**config.mk**
```make
export PLATFORM = sky130hd
export DESIGN_NAME = shift_seq_ctrl
export DESIGN_NICKNAME = d
export VERILOG_FILES = /design/src/rtl/shift_pkg.sv /design/src/rtl/zad2lista4.sv /design/src/rtl/shift_seq_ctrl.sv
export SDC_FILE = /design/constraint.sdc
export NUM_CORES = 1
export LEC_CHECK = 0
export BUFFER_PORTS_ARGS = -buffer_cell sky130_fd_sc_hd__buf_4
export CAP_MARGIN = 20
export CORE_MARGIN = 2
export CORE_UTILIZATION = 50
export CTS_CLUSTER_DIAMETER = 80
export DETAILED_ROUTE_END_ITERATION = 12
export PLACE_DENSITY = 0.74
export SLEW_MARGIN = 20
export SYNTH_ARGS = -nofsm -noshare
export SYNTH_HDL_FRONTEND = slang
export SYNTH_SLANG_ARGS = --single-unit
```
**constraint.sdc**
```tcl
create_clock -name clk -period 1.9 [get_ports clk]
set_clock_uncertainty 0.2 [all_clocks]
set_input_delay 0.475 -clock clk [delete_from_list [all_inputs] [get_ports clk]]
set_output_delay 0.475 -clock clk [all_outputs]
set_load 0.005 [all_outputs]
```
**src/rtl/shift_pkg.sv**
```systemverilog
// Shared types and constants for the multi-step shift sequencer.
package shift_pkg;

  localparam int DEF_AMT_W = 5;
  localparam int DEF_MAX_STEP = 7;

  typedef enum logic [2:0] {
    OP_LSR = 3'b000,
    OP_ASR = 3'b001,
    OP_LSL = 3'b010,
    OP_ROR = 3'b011,
    OP_ROL = 3'b100
  } op_e;

  typedef enum logic [1:0] {
    IDLE,
    RUN,
    DONE
  } state_e;

  function automatic logic op_legal(
    input logic [2:0] op
  );
    return op <= 3'd4;
  endfunction

  function automatic logic op_rot(
    input logic [2:0] op
  );
    return (op == OP_ROR) || (op == OP_ROL);
  endfunction

endpackage

```
**src/rtl/zad2lista4.sv**
```systemverilog
// 8-bit combinational shifter: logical/arithmetic right,
// logical left, rotate right/left by n.
module zad2lista4 (
  input  logic [7:0] i,
  input  logic [3:0] n,
  input  logic       ar,
  input  logic       lr,
  input  logic       rot,
  output logic [7:0] o
);

  logic [2:0]  s;
  logic [15:0] dbl;

  assign s = n[2:0];

  // Left modes only see n[2:0], so n=8 leaves i unchanged there.
  always_comb begin
    o   = i;
    dbl = '0;
    unique case ({rot, lr})
      2'b00: begin
        if (ar) o = 8'($signed(i) >>> n);
        else    o = i >> n;
      end
      2'b01: o = i << s;
      2'b10: begin
        dbl = {i, i} >> s;
        o   = dbl[7:0];
      end
      2'b11: begin
        dbl = {i, i} << s;
        o   = dbl[15:8];
      end
      default: o = i;
    endcase
  end

endmodule

```
**src/rtl/shift_seq_ctrl.sv**
```systemverilog
// Shift sequencer: accepts one command, iterates the shifter
// in chunks of at most MAX_STEP, then holds the result.
module shift_seq_ctrl
  import shift_pkg::*;
#(
  parameter int AMT_W    = DEF_AMT_W,
  parameter int MAX_STEP = DEF_MAX_STEP
) (
  input  logic             clk,
  input  logic             nrst,
  input  logic             in_valid,
  output logic             in_ready,
  input  logic [7:0]       in_data,
  input  logic [AMT_W-1:0] in_amt,
  input  logic [2:0]       in_op,
  output logic             out_valid,
  input  logic             out_ready,
  output logic [7:0]       out_data,
  output logic             out_err,
  output logic             busy
);

  state_e           state_q, state_d;
  logic [7:0]       cur_q, cur_d;
  logic [AMT_W-1:0] rem_q, rem_d;
  logic [2:0]       op_q, op_d;
  logic             err_q, err_d;

  logic [2:0]       step;
  logic [7:0]       sh_o;
  logic             ar, lr, rot;

  assign step = (rem_q > AMT_W'(MAX_STEP))
              ? 3'(MAX_STEP) : rem_q[2:0];

  always_comb begin
    ar  = 1'b0;
    lr  = 1'b0;
    rot = 1'b0;
    case (op_q)
      OP_ASR: ar = 1'b1;
      OP_LSL: lr = 1'b1;
      OP_ROR: rot = 1'b1;
      OP_ROL: begin
        lr  = 1'b1;
        rot = 1'b1;
      end
      default: ;
    endcase
  end

  zad2lista4 u_sh (
    .i   (cur_q),
    .n   ({1'b0, step}),
    .ar  (ar),
    .lr  (lr),
    .rot (rot),
    .o   (sh_o)
  );

  always_ff @(posedge clk or negedge nrst) begin
    if (!nrst) begin
      state_q <= IDLE;
      cur_q   <= '0;
      rem_q   <= '0;
      op_q    <= '0;
      err_q   <= 1'b0;
    end else begin
      state_q <= state_d;
      cur_q   <= cur_d;
      rem_q   <= rem_d;
      op_q    <= op_d;
      err_q   <= err_d;
    end
  end

  always_comb begin
    state_d = state_q;
    cur_d   = cur_q;
    rem_d   = rem_q;
    op_d    = op_q;
    err_d   = err_q;
    unique case (state_q)
      IDLE: begin
        if (in_valid) begin
          cur_d = in_data;
          op_d  = in_op;
          err_d = !op_legal(in_op);
          // Rotations wrap every 8 bits, so only amt mod 8 matters.
          unique case (1'b1)
            !op_legal(in_op): rem_d = '0;
            op_rot(in_op):    rem_d = AMT_W'(in_amt[2:0]);
            default:          rem_d = in_amt;
          endcase
          state_d = (rem_d == '0) ? DONE : RUN;
        end
      end
      RUN: begin
        cur_d = sh_o;
        rem_d = rem_q - AMT_W'(step);
        if (rem_d == '0) state_d = DONE;
      end
      DONE: begin
        if (out_ready) state_d = IDLE;
      end
      default: state_d = IDLE;
    endcase
  end

  assign in_ready  = (state_q == IDLE);
  assign out_valid = (state_q == DONE);
  assign out_data  = cur_q;
  assign out_err   = err_q && (state_q == DONE);
  assign busy      = (state_q != IDLE);

endmodule

```
==> out/qor.yml <==
floorplanning:
  dieArea_um2: 4950
  core_area_um2: 4290
  ios: 32
  fp.dieW_um: 70.3
  start_util_pct: 51.3
  die_y_um: 70.3
  rows: 24
worst_setup_path:
  crit_required_ps: 1870
  criticalPathCategory: "flop to flop"
  critPathCaptureType: "flop"
  cp_max_fo: 5
  reg2reg_depth: 7
  reg2reg_from: "rem_q[4]"
  start_kind: "flop"
  worstReg2RegEnd: "out_data[7]"
  r2r_setup_slack_ps: -370
  cp.arrival_ps: 2240
power_and_ir_drop:
  leakage_nw: 1.50
  pwr_density_cell_nw_per_um2: 2230
  peakVddDrop_mv: 1.11
  p_total_w: 0.00774
status:
  violations: "negative setup slack"
  status: "complete, but fails checks"
synthesis:
  synth_seq_cells: 19
  synth_warnings: 0
  async_flop_share_pct: 100
  yosysTopAreaCellShare_pct: 21.6
  synth_nets: 339
  synth_cell_types: 64
  syn-cell-area_um2: 2200
  yosysTopAreaCell: "dfrtp_1"
  ys_seq_area_share_pct: 21.6
  synth_cells: 318
  synth.avg_cell_area_um2: 6.92
  ys_dominant_reg_cell: "dfrtp_1"
  synth_edf_count: 0
  ys_top_cells_by_area: "dfrtp_1 (22%), o21ai_0 (7.3%), nand2_1 (5.6%), nor2_1 (5.1%), a21oi_1 (4.1%)"
timing:
  rsz0062_at_grt: "yes"
  worst_pin_slew_ps: 391
  fmax_mhz: 440
  fin_setup_tns_ps: -2390
  setup_ws_ps: -371
  setup_viol: 11
  final_max_slew_viol_count: 0
  period_share_pct: 120
  max-slew-margin-rel_pct: 73.9
  min_period_ps: 2270
  timing_hold_violations_final: 0
global_route:
  grt_first_pass_wirelength_um: 15600
  track_usage_pct: 40.1
  antenna_found_initial: 0
  grt_max_degree: 21
  grt_overflow_total: 0
  grt_pass1_vias: 3046
final_layout:
  nets: 443
  areaGrowthSynthToFinish_pct: 57.6
  drive_above_1_share_pct: 44.4
  num-fill-cells: 292
  finalNonFillerCells: 473
  final_cell_mix: "buf_4 (118), nand2_1 (31), nor2_1 (26), o21ai_0 (24), a21oi_1 (17)"
  final_common_cell: "buf_4"
  n_antenna_cell: 0
  fin_util_pct: 80.8
routing:
  via_count: 3211
  vias_per_cell: 6.79
  wl_um: 10200
  dr.first_iter.drc_count: 516
  wl_per_cell_um: 21.5
  antenna_left: 0
  route.detailed.drc: 0
  drt_first_pass_iters: 5
clock_network:
  clockBufferDepth: 2
  worstSkewPairLatency_ps: 260
  h-tree-depth: 1
  clockRootBuffer: "clkbuf_8"
  cts_tree: "built"
  numCtsBuffers: 3
  clock-sinks: 19
  clk_pin_slew_ps: 90
flow_run:
  cap_viol_max_count: 0
worst_hold_path:
  holdCritPathClass: "input port to flop"
  hold_start: "in_op[2]"
  min_to: "op_q[2]"
  min_path_cells: 3
place:
  io_buffers: 31
  hpwl_um: 7000
  gp_congestion: 1.02
  dp_cells: 447
kinds of logic (layout without fill, tap and decap cells):
| kind of cell | count (synthesis) | after routing | synth area share, % |
|---|---|---|---|
| adders and majority gates | 1 | 1 | 0.568 |
| AOI/OAI and AO/OA | 118 | 118 | 36.9 |
| and+or+nand+nor | 129 | 129 | 29.4 |
| buffers and inverters | 46 | 149 | 9.21 |
| DFF | 19 | 19 | 21.6 |
| xor gates and xnor gates | 1 | 1 | 0.398 |
| muxes | 4 | 4 | 1.88 |
metal layers:
| layer | track usage [%] | wire, um |
|---|---|---|
| met1 | 53.9 | 3820 |
| met2 | 63.1 | 4620 |
| met3 | 6.64 | 1250 |
| met4 | 17.1 | 506 |
| met5 | 0 | 0 |
critical path, cell delays in order (launching register included):
cell       delay [ps]
dfrtp_2           470
buf_4             180
a211oi_4          330
a2bb2oi_1         340
a21oi_1           150
a211oi_2          220
nor2_1             80
o41ai_2           200
flip-flops by register name, indices dropped and copies added (netlist names):
register / flops
err_q: 1
state_q: 2
out_data: 8
op_q: 3
rem_q: 5
where the power goes:
group | switching [W] | leakage (nW) | internal, W | total, W
Sequential | 0.000338 | 0.230 | 0.000608 | 0.000946
Combinational | 0.00342 | 1.24 | 0.00306 | 0.00649
Clock | 0.000160 | 0.0228 | 0.000149 | 0.000310
cells in the mapped netlist, drive strengths merged (9+ instances only):
master / count
nand2: 33
nor2: 30
buf: 16
o22ai: 9
clkbuf: 16
dfrtp: 19
nor2b: 12
o21ai: 33
a21oi: 18
nor3: 13
nand3: 11
inv: 14
through the flow:
stage / setup slack (ps) / hold slack [ps] / cell area, um2
2_1_floorplan: -24.8 / -20.6 / 2370
3_3_place_gp: -305 / 176 / 3040
3_5_place_dp: -301 / 180 / 3040
4_1_cts: -236 / 255 / 3320
5_1_grt: -393 / 271 / 3470
6_report: -371 / 252 / 3470
timing repair:
item | 4_1_cts | 5_1_grt
hold buffers | 1 | 0
buffers inserted | 12 | 8
setup endpoints to repair | 14 | 14
pin swaps | 8 | 14
endpoints found under the hold margin | 19 | 0
cloned | 1 | 0
resized for setup | 30 | 22
worst max path at each step:
stage	slack [ps]	cells past startpoint	end	startpoint
after floorplan	-20	6	out_data[4]	op_q[1]
final	-370	7	out_data[7]	rem_q[4]
after detailed placement	-300	7	out_data[2]	rem_q[1]
after global routing	-390	7	out_data[7]	rem_q[4]
after global placement	-300	7	out_data[2]	rem_q[1]
after CTS	-240	8	out_data[0]	rem_q[1]
cell type report:
class	count	area (um2)	area share (%)
clock buffer	4	45.0	1.30
sequential	19	480	13.8
tap	52	65.1	1.88
timing repair buffer	131	1040	30.0
inverter	14	56.3	1.62
multi-input combinational	253	1780	51.3
No activity file was read; power rests on OpenSTA's default activity.
